**src/rtl/mod_seq_pkg.sv**
```systemverilog
// Shared types for the modulo counter sequencer: FSM state encoding and
// the width of the optional wrap counter.
package mod_seq_pkg;

  typedef enum logic [1:0] {
    IDLE = 2'd0,
    RUN  = 2'd1,
    HOLD = 2'd2,
    DONE = 2'd3
  } seq_state_e;

  localparam int WRAP_COUNT_W = 8;

endpackage

```
**src/rtl/mod_counter_core.sv**
```systemverilog
// Modulo-N counter register: clear > load > enable.
// A load beyond MODULUS-1 saturates at MODULUS-1.
// Enabled increments wrap from MODULUS-1 back to 0.
module mod_counter_core #(
  parameter int MODULUS = 13,
  parameter int WIDTH   = 4
) (
  input  logic             clock,
  input  logic             reset,
  input  logic             en,
  input  logic             clr,
  input  logic             ld,
  input  logic [WIDTH-1:0] ld_value,
  output logic [WIDTH-1:0] count,
  output logic             at_max
);

  localparam logic [WIDTH-1:0] MAX = WIDTH'(MODULUS - 1);

  logic [WIDTH-1:0] count_q, count_d;

  // next count: clear, saturating load, or wrapping increment
  always_comb begin
    count_d = count_q;
    if (clr)     count_d = '0;
    else if (ld) count_d = (ld_value > MAX) ? MAX : ld_value;
    else if (en) count_d = (count_q == MAX) ? '0 : count_q + WIDTH'(1);
  end

  // count register, async reset to 0
  always_ff @(posedge clock or posedge reset) begin
    if (reset) count_q <= '0;
    else       count_q <= count_d;
  end

  assign count  = count_q;
  assign at_max = (count_q == MAX);

endmodule

```
**src/rtl/mod_counter_sequencer.sv**
```systemverilog
// Run/hold/abort/load/one-shot sequencer around a modulo-N counter.
// Command priority each cycle: load > stop > start.
// Optional macro SEQ_WRAP_COUNT_EN adds a saturating 8-bit wrap counter
// output (wrap_count).
module mod_counter_sequencer
  import mod_seq_pkg::*;
#(
  parameter int MODULUS = 13,
  parameter int WIDTH   = 4
) (
  input  logic             clock,
  input  logic             reset,
  input  logic             start,
  input  logic             stop,
  input  logic             load,
  input  logic [WIDTH-1:0] load_value,
  input  logic             one_shot,
`ifdef SEQ_WRAP_COUNT_EN
  output logic [WRAP_COUNT_W-1:0] wrap_count,
`endif
  output logic [WIDTH-1:0] count,
  output logic             tc,
  output logic             busy,
  output logic             done
);

  seq_state_e state_q, state_d;
  logic       cnt_en, cnt_clr, cnt_ld, at_max;
  logic       wc_clr, wc_inc;

  mod_counter_core #(.MODULUS(MODULUS), .WIDTH(WIDTH)) u_core (
    .clock    (clock),
    .reset    (reset),
    .en       (cnt_en),
    .clr      (cnt_clr),
    .ld       (cnt_ld),
    .ld_value (load_value),
    .count    (count),
    .at_max   (at_max)
  );

  // command decode and next-state logic
  always_comb begin
    state_d = state_q;
    cnt_en  = 1'b0;
    cnt_clr = 1'b0;
    cnt_ld  = 1'b0;
    wc_clr  = 1'b0;
    wc_inc  = 1'b0;
    if (load) begin
      // load never changes state and suppresses the increment
      cnt_ld = 1'b1;
    end else begin
      unique case (state_q)
        IDLE: begin
          if (stop) cnt_clr = 1'b1;
          else if (start) begin
            state_d = RUN;
            wc_clr  = 1'b1;
          end
        end
        RUN: begin
          if (stop) state_d = HOLD;
          else begin
            cnt_en = 1'b1;
            if (at_max) begin
              wc_inc = 1'b1;
              if (one_shot) state_d = DONE;
            end
          end
        end
        HOLD: begin
          if (stop) begin
            state_d = IDLE;
            cnt_clr = 1'b1;
            wc_clr  = 1'b1;
          end else if (start) state_d = RUN;
        end
        DONE: begin
          if (stop) begin
            state_d = IDLE;
            cnt_clr = 1'b1;
          end else if (start) begin
            state_d = RUN;
            cnt_clr = 1'b1;
            wc_clr  = 1'b1;
          end
        end
        default: state_d = IDLE;
      endcase
    end
  end

  // state register, async reset to IDLE
  always_ff @(posedge clock or posedge reset) begin
    if (reset) state_q <= IDLE;
    else       state_q <= state_d;
  end

  assign tc   = (state_q == RUN) && at_max;
  assign busy = (state_q == RUN);
  assign done = (state_q == DONE);

`ifdef SEQ_WRAP_COUNT_EN
  logic [WRAP_COUNT_W-1:0] wrap_q;

  // wrap counter: saturates at all-ones, clear wins over increment
  always_ff @(posedge clock or posedge reset) begin
    if (reset)                       wrap_q <= '0;
    else if (wc_clr)                 wrap_q <= '0;
    else if (wc_inc && ~&wrap_q)     wrap_q <= wrap_q + 1'b1;
  end

  assign wrap_count = wrap_q;
`else
  logic unused_wc;
  assign unused_wc = wc_clr ^ wc_inc;
`endif

endmodule

```
**config.mk**
```make
export PLATFORM = sky130hd
export DESIGN_NAME = mod_counter_sequencer
export DESIGN_NICKNAME = d
export VERILOG_FILES = /design/src/rtl/mod_seq_pkg.sv /design/src/rtl/mod_counter_core.sv /design/src/rtl/mod_counter_sequencer.sv
export SDC_FILE = /design/constraint.sdc
export NUM_CORES = 1
export LEC_CHECK = 0
export ABC_AREA = 0
export ABC_CLOCK_PERIOD_IN_PS = 1600
export BUFFER_PORTS_ARGS = -buffer_cell sky130_fd_sc_hd__buf_4
export CAP_MARGIN = 20
export CORE_AREA = 2 2 39 41
export DETAILED_ROUTE_END_ITERATION = 6
export DIE_AREA = 0 0 41 43
export GPL_ROUTABILITY_DRIVEN = 0
export GPL_TIMING_DRIVEN = 0
export PLACE_DENSITY = 0.52
export SYNTH_ARGS = -nofsm -noshare
export SYNTH_HDL_FRONTEND = slang
export SYNTH_SLANG_ARGS = --single-unit
```
**constraint.sdc**
```tcl
create_clock -name clock -period 1.6 [get_ports clock]
set_input_delay 0.32 -clock clock [delete_from_list [all_inputs] [get_ports clock]]
set_output_delay 0.32 -clock clock [all_outputs]
set_load 0.01 [all_outputs]
```
==> flow_summary_export.csv <==
group,metric,value,unit
run_status,outcome,"completed",
sta,fin_skew,0.00585,ns
power_and_ir_drop,p_total,0.000539,W
clock_tree,clock-root-buffer,"clkbuf_4",
critical_path,crit_family,"flip-flops",
synthesis,synth_area_per_cell,8.73,um^2
layout,fin_nets,85,
sta,fin_setup_tns,0,ns
routing,antenna_left,0,
critical_path,worstSetupPathType,"reg2out",
clock_tree,cts_tree,"yes",
power_and_ir_drop,switching_share,31.9,%
sta,period_share,96.4,%
routing,routedWlPerCell,12.7,um
grt,grt_pass1_vias,440,
floorplanning,fp.dieH,43,um
critical_path,rrSetupSlack,0.27,ns
clock_tree,cts-htree-levels,1,
place,dp_hpwl,776,um
floorplanning,start_util,30.3,%
synthesis,ys.flop_type,"dfrtp_1",
power_and_ir_drop,p_seq_share,37.1,%
clock_tree,cts_made_buffers,3,
sta,rsz0062_at_grt,"yes",
routing,via_per_inst,5.11,
synthesis,synth_edf_count,0,
grt,overflow,0,
sta,maxSlewHeadroom,73.4,%
synthesis,synth_common_cells,"7 x inv_1, 6 x dfrtp_1, 3 x a21oi_1, 3 x nand2_1, 3 x nor2b_1",
grt,grt_start_max_net_pins,10,
synthesis,synth.distinct_cells,26,
critical_path,reg2reg_depth,3,
grt,grt_antenna_before_repair,0,
synthesis,syn_nets,60,
sta,fmax,0.648,GHz
floorplanning,dieArea,1760,um^2
floorplanning,io_pins,17,
power_and_ir_drop,leakagePower,0.299,nW
sta,setup_violations,0,
grt,grt_pass1_wl,1810,um
floorplanning,rows,14,
critical_path,path_cells,"inv_2 -> ha_4 -> nand3_4 -> nor2_2 -> buf_4",
synthesis,yosysWarnings,0,
critical_path,crit_required,1.28,ns
routing,drtIter0Drc,1,
clock_tree,clkLatencyLatePin,0.24,ns
routing,drt_pass1_iterations,3,
synthesis,synth_top_family_by_area,"compound AO/OA/AOI/OAI gates",
synthesis,synth_most_common_cell,"inv_1",
routing,num_vias,445,
synthesis,ys_seq_area_share,35.8,%
critical_path,cp_max_fo,4,
critical_path,reg2reg_to,"u_core.count[2]",
place,io_buffers,15,
critical_path,r2r_start,"state_q[1]",
synthesis,synthSimpleGateAreaFrac,25.4,%
synthesis,synth_top_area_cell,"dfrtp_1",
synthesis,synthAdderAreaFrac,5.97,%
clock_tree,cts_buffer_depth,2,
routing,drc_errors,0,
synthesis,synth_compound_area_share,25.7,%
synthesis,async_flop_share,100,%
sta,tightestPinTransition,0.393,ns
critical_path,start_kind,"flop",
synthesis,muxShareOfSynthArea,0,%
synthesis,syn_inst,48,
grt,grt_use_total,15.4,%
critical_path,critPathSlowestCell,"dfrtp_1",
layout,diodes,0,
clock_tree,clock-sinks,6,
power_and_ir_drop,power.switching,0.000172,W
critical_path,crit_path_end_kind,"output port",
synthesis,ys_ff_latch,6,
critical_path,critPathBufInv,2,
min_path,holdPathEnd,"u_core.count[3]",
min_path,hp-class,"in2reg",
routing,wl,1110,um
min_path,whs_path_depth,3,
power_and_ir_drop,combPwrFrac,37.2,%
critical_path,crit_path_max_incr_delay,0.39,ns
layout,drive_gt1_share,40.8,%
flow_run,max_cap_violations,0,
sta,finalHoldViolCount,0,
synthesis,synth_top_area_share,35.8,%
power_and_ir_drop,ir_drop,0.745,mV
sta,drv_slew,0,
floorplanning,fp.coreArea,1380,um^2
power_and_ir_drop,intPower,0.000367,W
synthesis,synth.area.top_cells,"dfrtp_1 36%, inv_1 6.3%, ha_1 6.0%",
floorplanning,die_w,41,um
layout,fillers,149,
layout,syn_to_final_growth,53.1,%
synthesis,synth_xor_area_share,0,%
critical_path,crit_arrival,1.22,ns
synthesis,synth_area,419,um^2
power_and_ir_drop,power_density,840,nW/um^2
clock_tree,clk_pin_slew,0.05,ns
min_path,hold_path_startpoint,"load_value[3]",
power_and_ir_drop,p_clk_share,25.6,%
sta,fin_crit,1.54,ns
power by group through the flow:
stage          combinational, W  clock, W  sequential (W)
6_report               0.000201  0.000138        0.000200
4_1_cts                0.000180  0.000146        0.000195
3_5_place_dp           0.000154         0        0.000203
3_3_place_gp           0.000154         0        0.000204
5_1_grt                0.000222  0.000159        0.000204
2_1_floorplan         0.0000853         0        0.000201
per-stage QoR:
stage                     worst slack, ns  hold slack, ns  utilization, %  cell area [um^2]  cells
after floorplan                     0.281           0.111               -               419     48
after global placement              0.172           0.245            39.9               552     79
after detailed placement            0.171           0.250            39.9               552     79
after CTS                         0.00581           0.308            44.2               612     85
after global routing             -0.00561           0.316            46.4               642     87
final                              0.0575           0.315            46.4               642     87
placed cells by master (no fill, tap or decap), types with 2 or more instances in the layout:
master,Yosys,layout
inv_1,7,5
buf_4,0,19
clkbuf_4,0,3
a21oi_1,3,3
o221ai_1,2,2
nand2_1,3,3
nand2b_1,2,2
nor2b_1,3,3
inv_2,0,2
dfrtp_1,6,6
o21ai_1,2,2
state kept, by name (all words and copies together) (netlist names):
signal / flops
state_q: 2
u_core.count: 4
routing by layer:
layer | wire length, um | GRT usage (%)
met1 | 500 | 18.6
met3 | 66 | 8.38
met2 | 539 | 22.8
met5 | 0 | 0
met4 | 0 | 4.67
worst register-to-register path, cell delays in order (launching register included):
cell	delay [ns]
dfrtp_1	0.42
nand2b_4	0.18
a221o_1	0.41
o221ai_1	0.22
cell families after synthesis:
family,count (synthesis)
adders and majority gates,2
AOI/OAI and AO/OA,15
and+or+nand+nor,17
buffers and inverters,8
DFF,6
worst max path at each step:
stage                     from  endpoint  cells past startpoint  slack [ns]
6_report       u_core.count[0]        tc                      5        0.06
5_1_grt        u_core.count[0]        tc                      5      -0.006
3_3_place_gp   u_core.count[0]        tc                      5        0.17
4_1_cts        u_core.count[0]        tc                      5       0.006
2_1_floorplan  u_core.count[0]        tc                      4        0.28
3_5_place_dp   u_core.count[0]        tc                      5        0.17
final cells by class:
class                      instances  area (um^2)  area share, %
buffer                             1         3.75          0.585
clock buffer                       3         22.5           3.51
inverter                           7         26.3           4.09
multi-input combinational         34          267           41.5
sequential                         6          150           23.4
tap                               16         20.0           3.12
timing repair buffer              20          153           23.8
what timing repair did:
action	in CTS	in global routing
buffers inserted	2	2
endpoints found under the hold margin	6	0
pin swaps	1	2
endpoints found under the setup margin	1	1
hold buffers	1	0
resized for setup	2	5
cloned	0	0
Note: power is estimated with default switching activity, not from simulation.
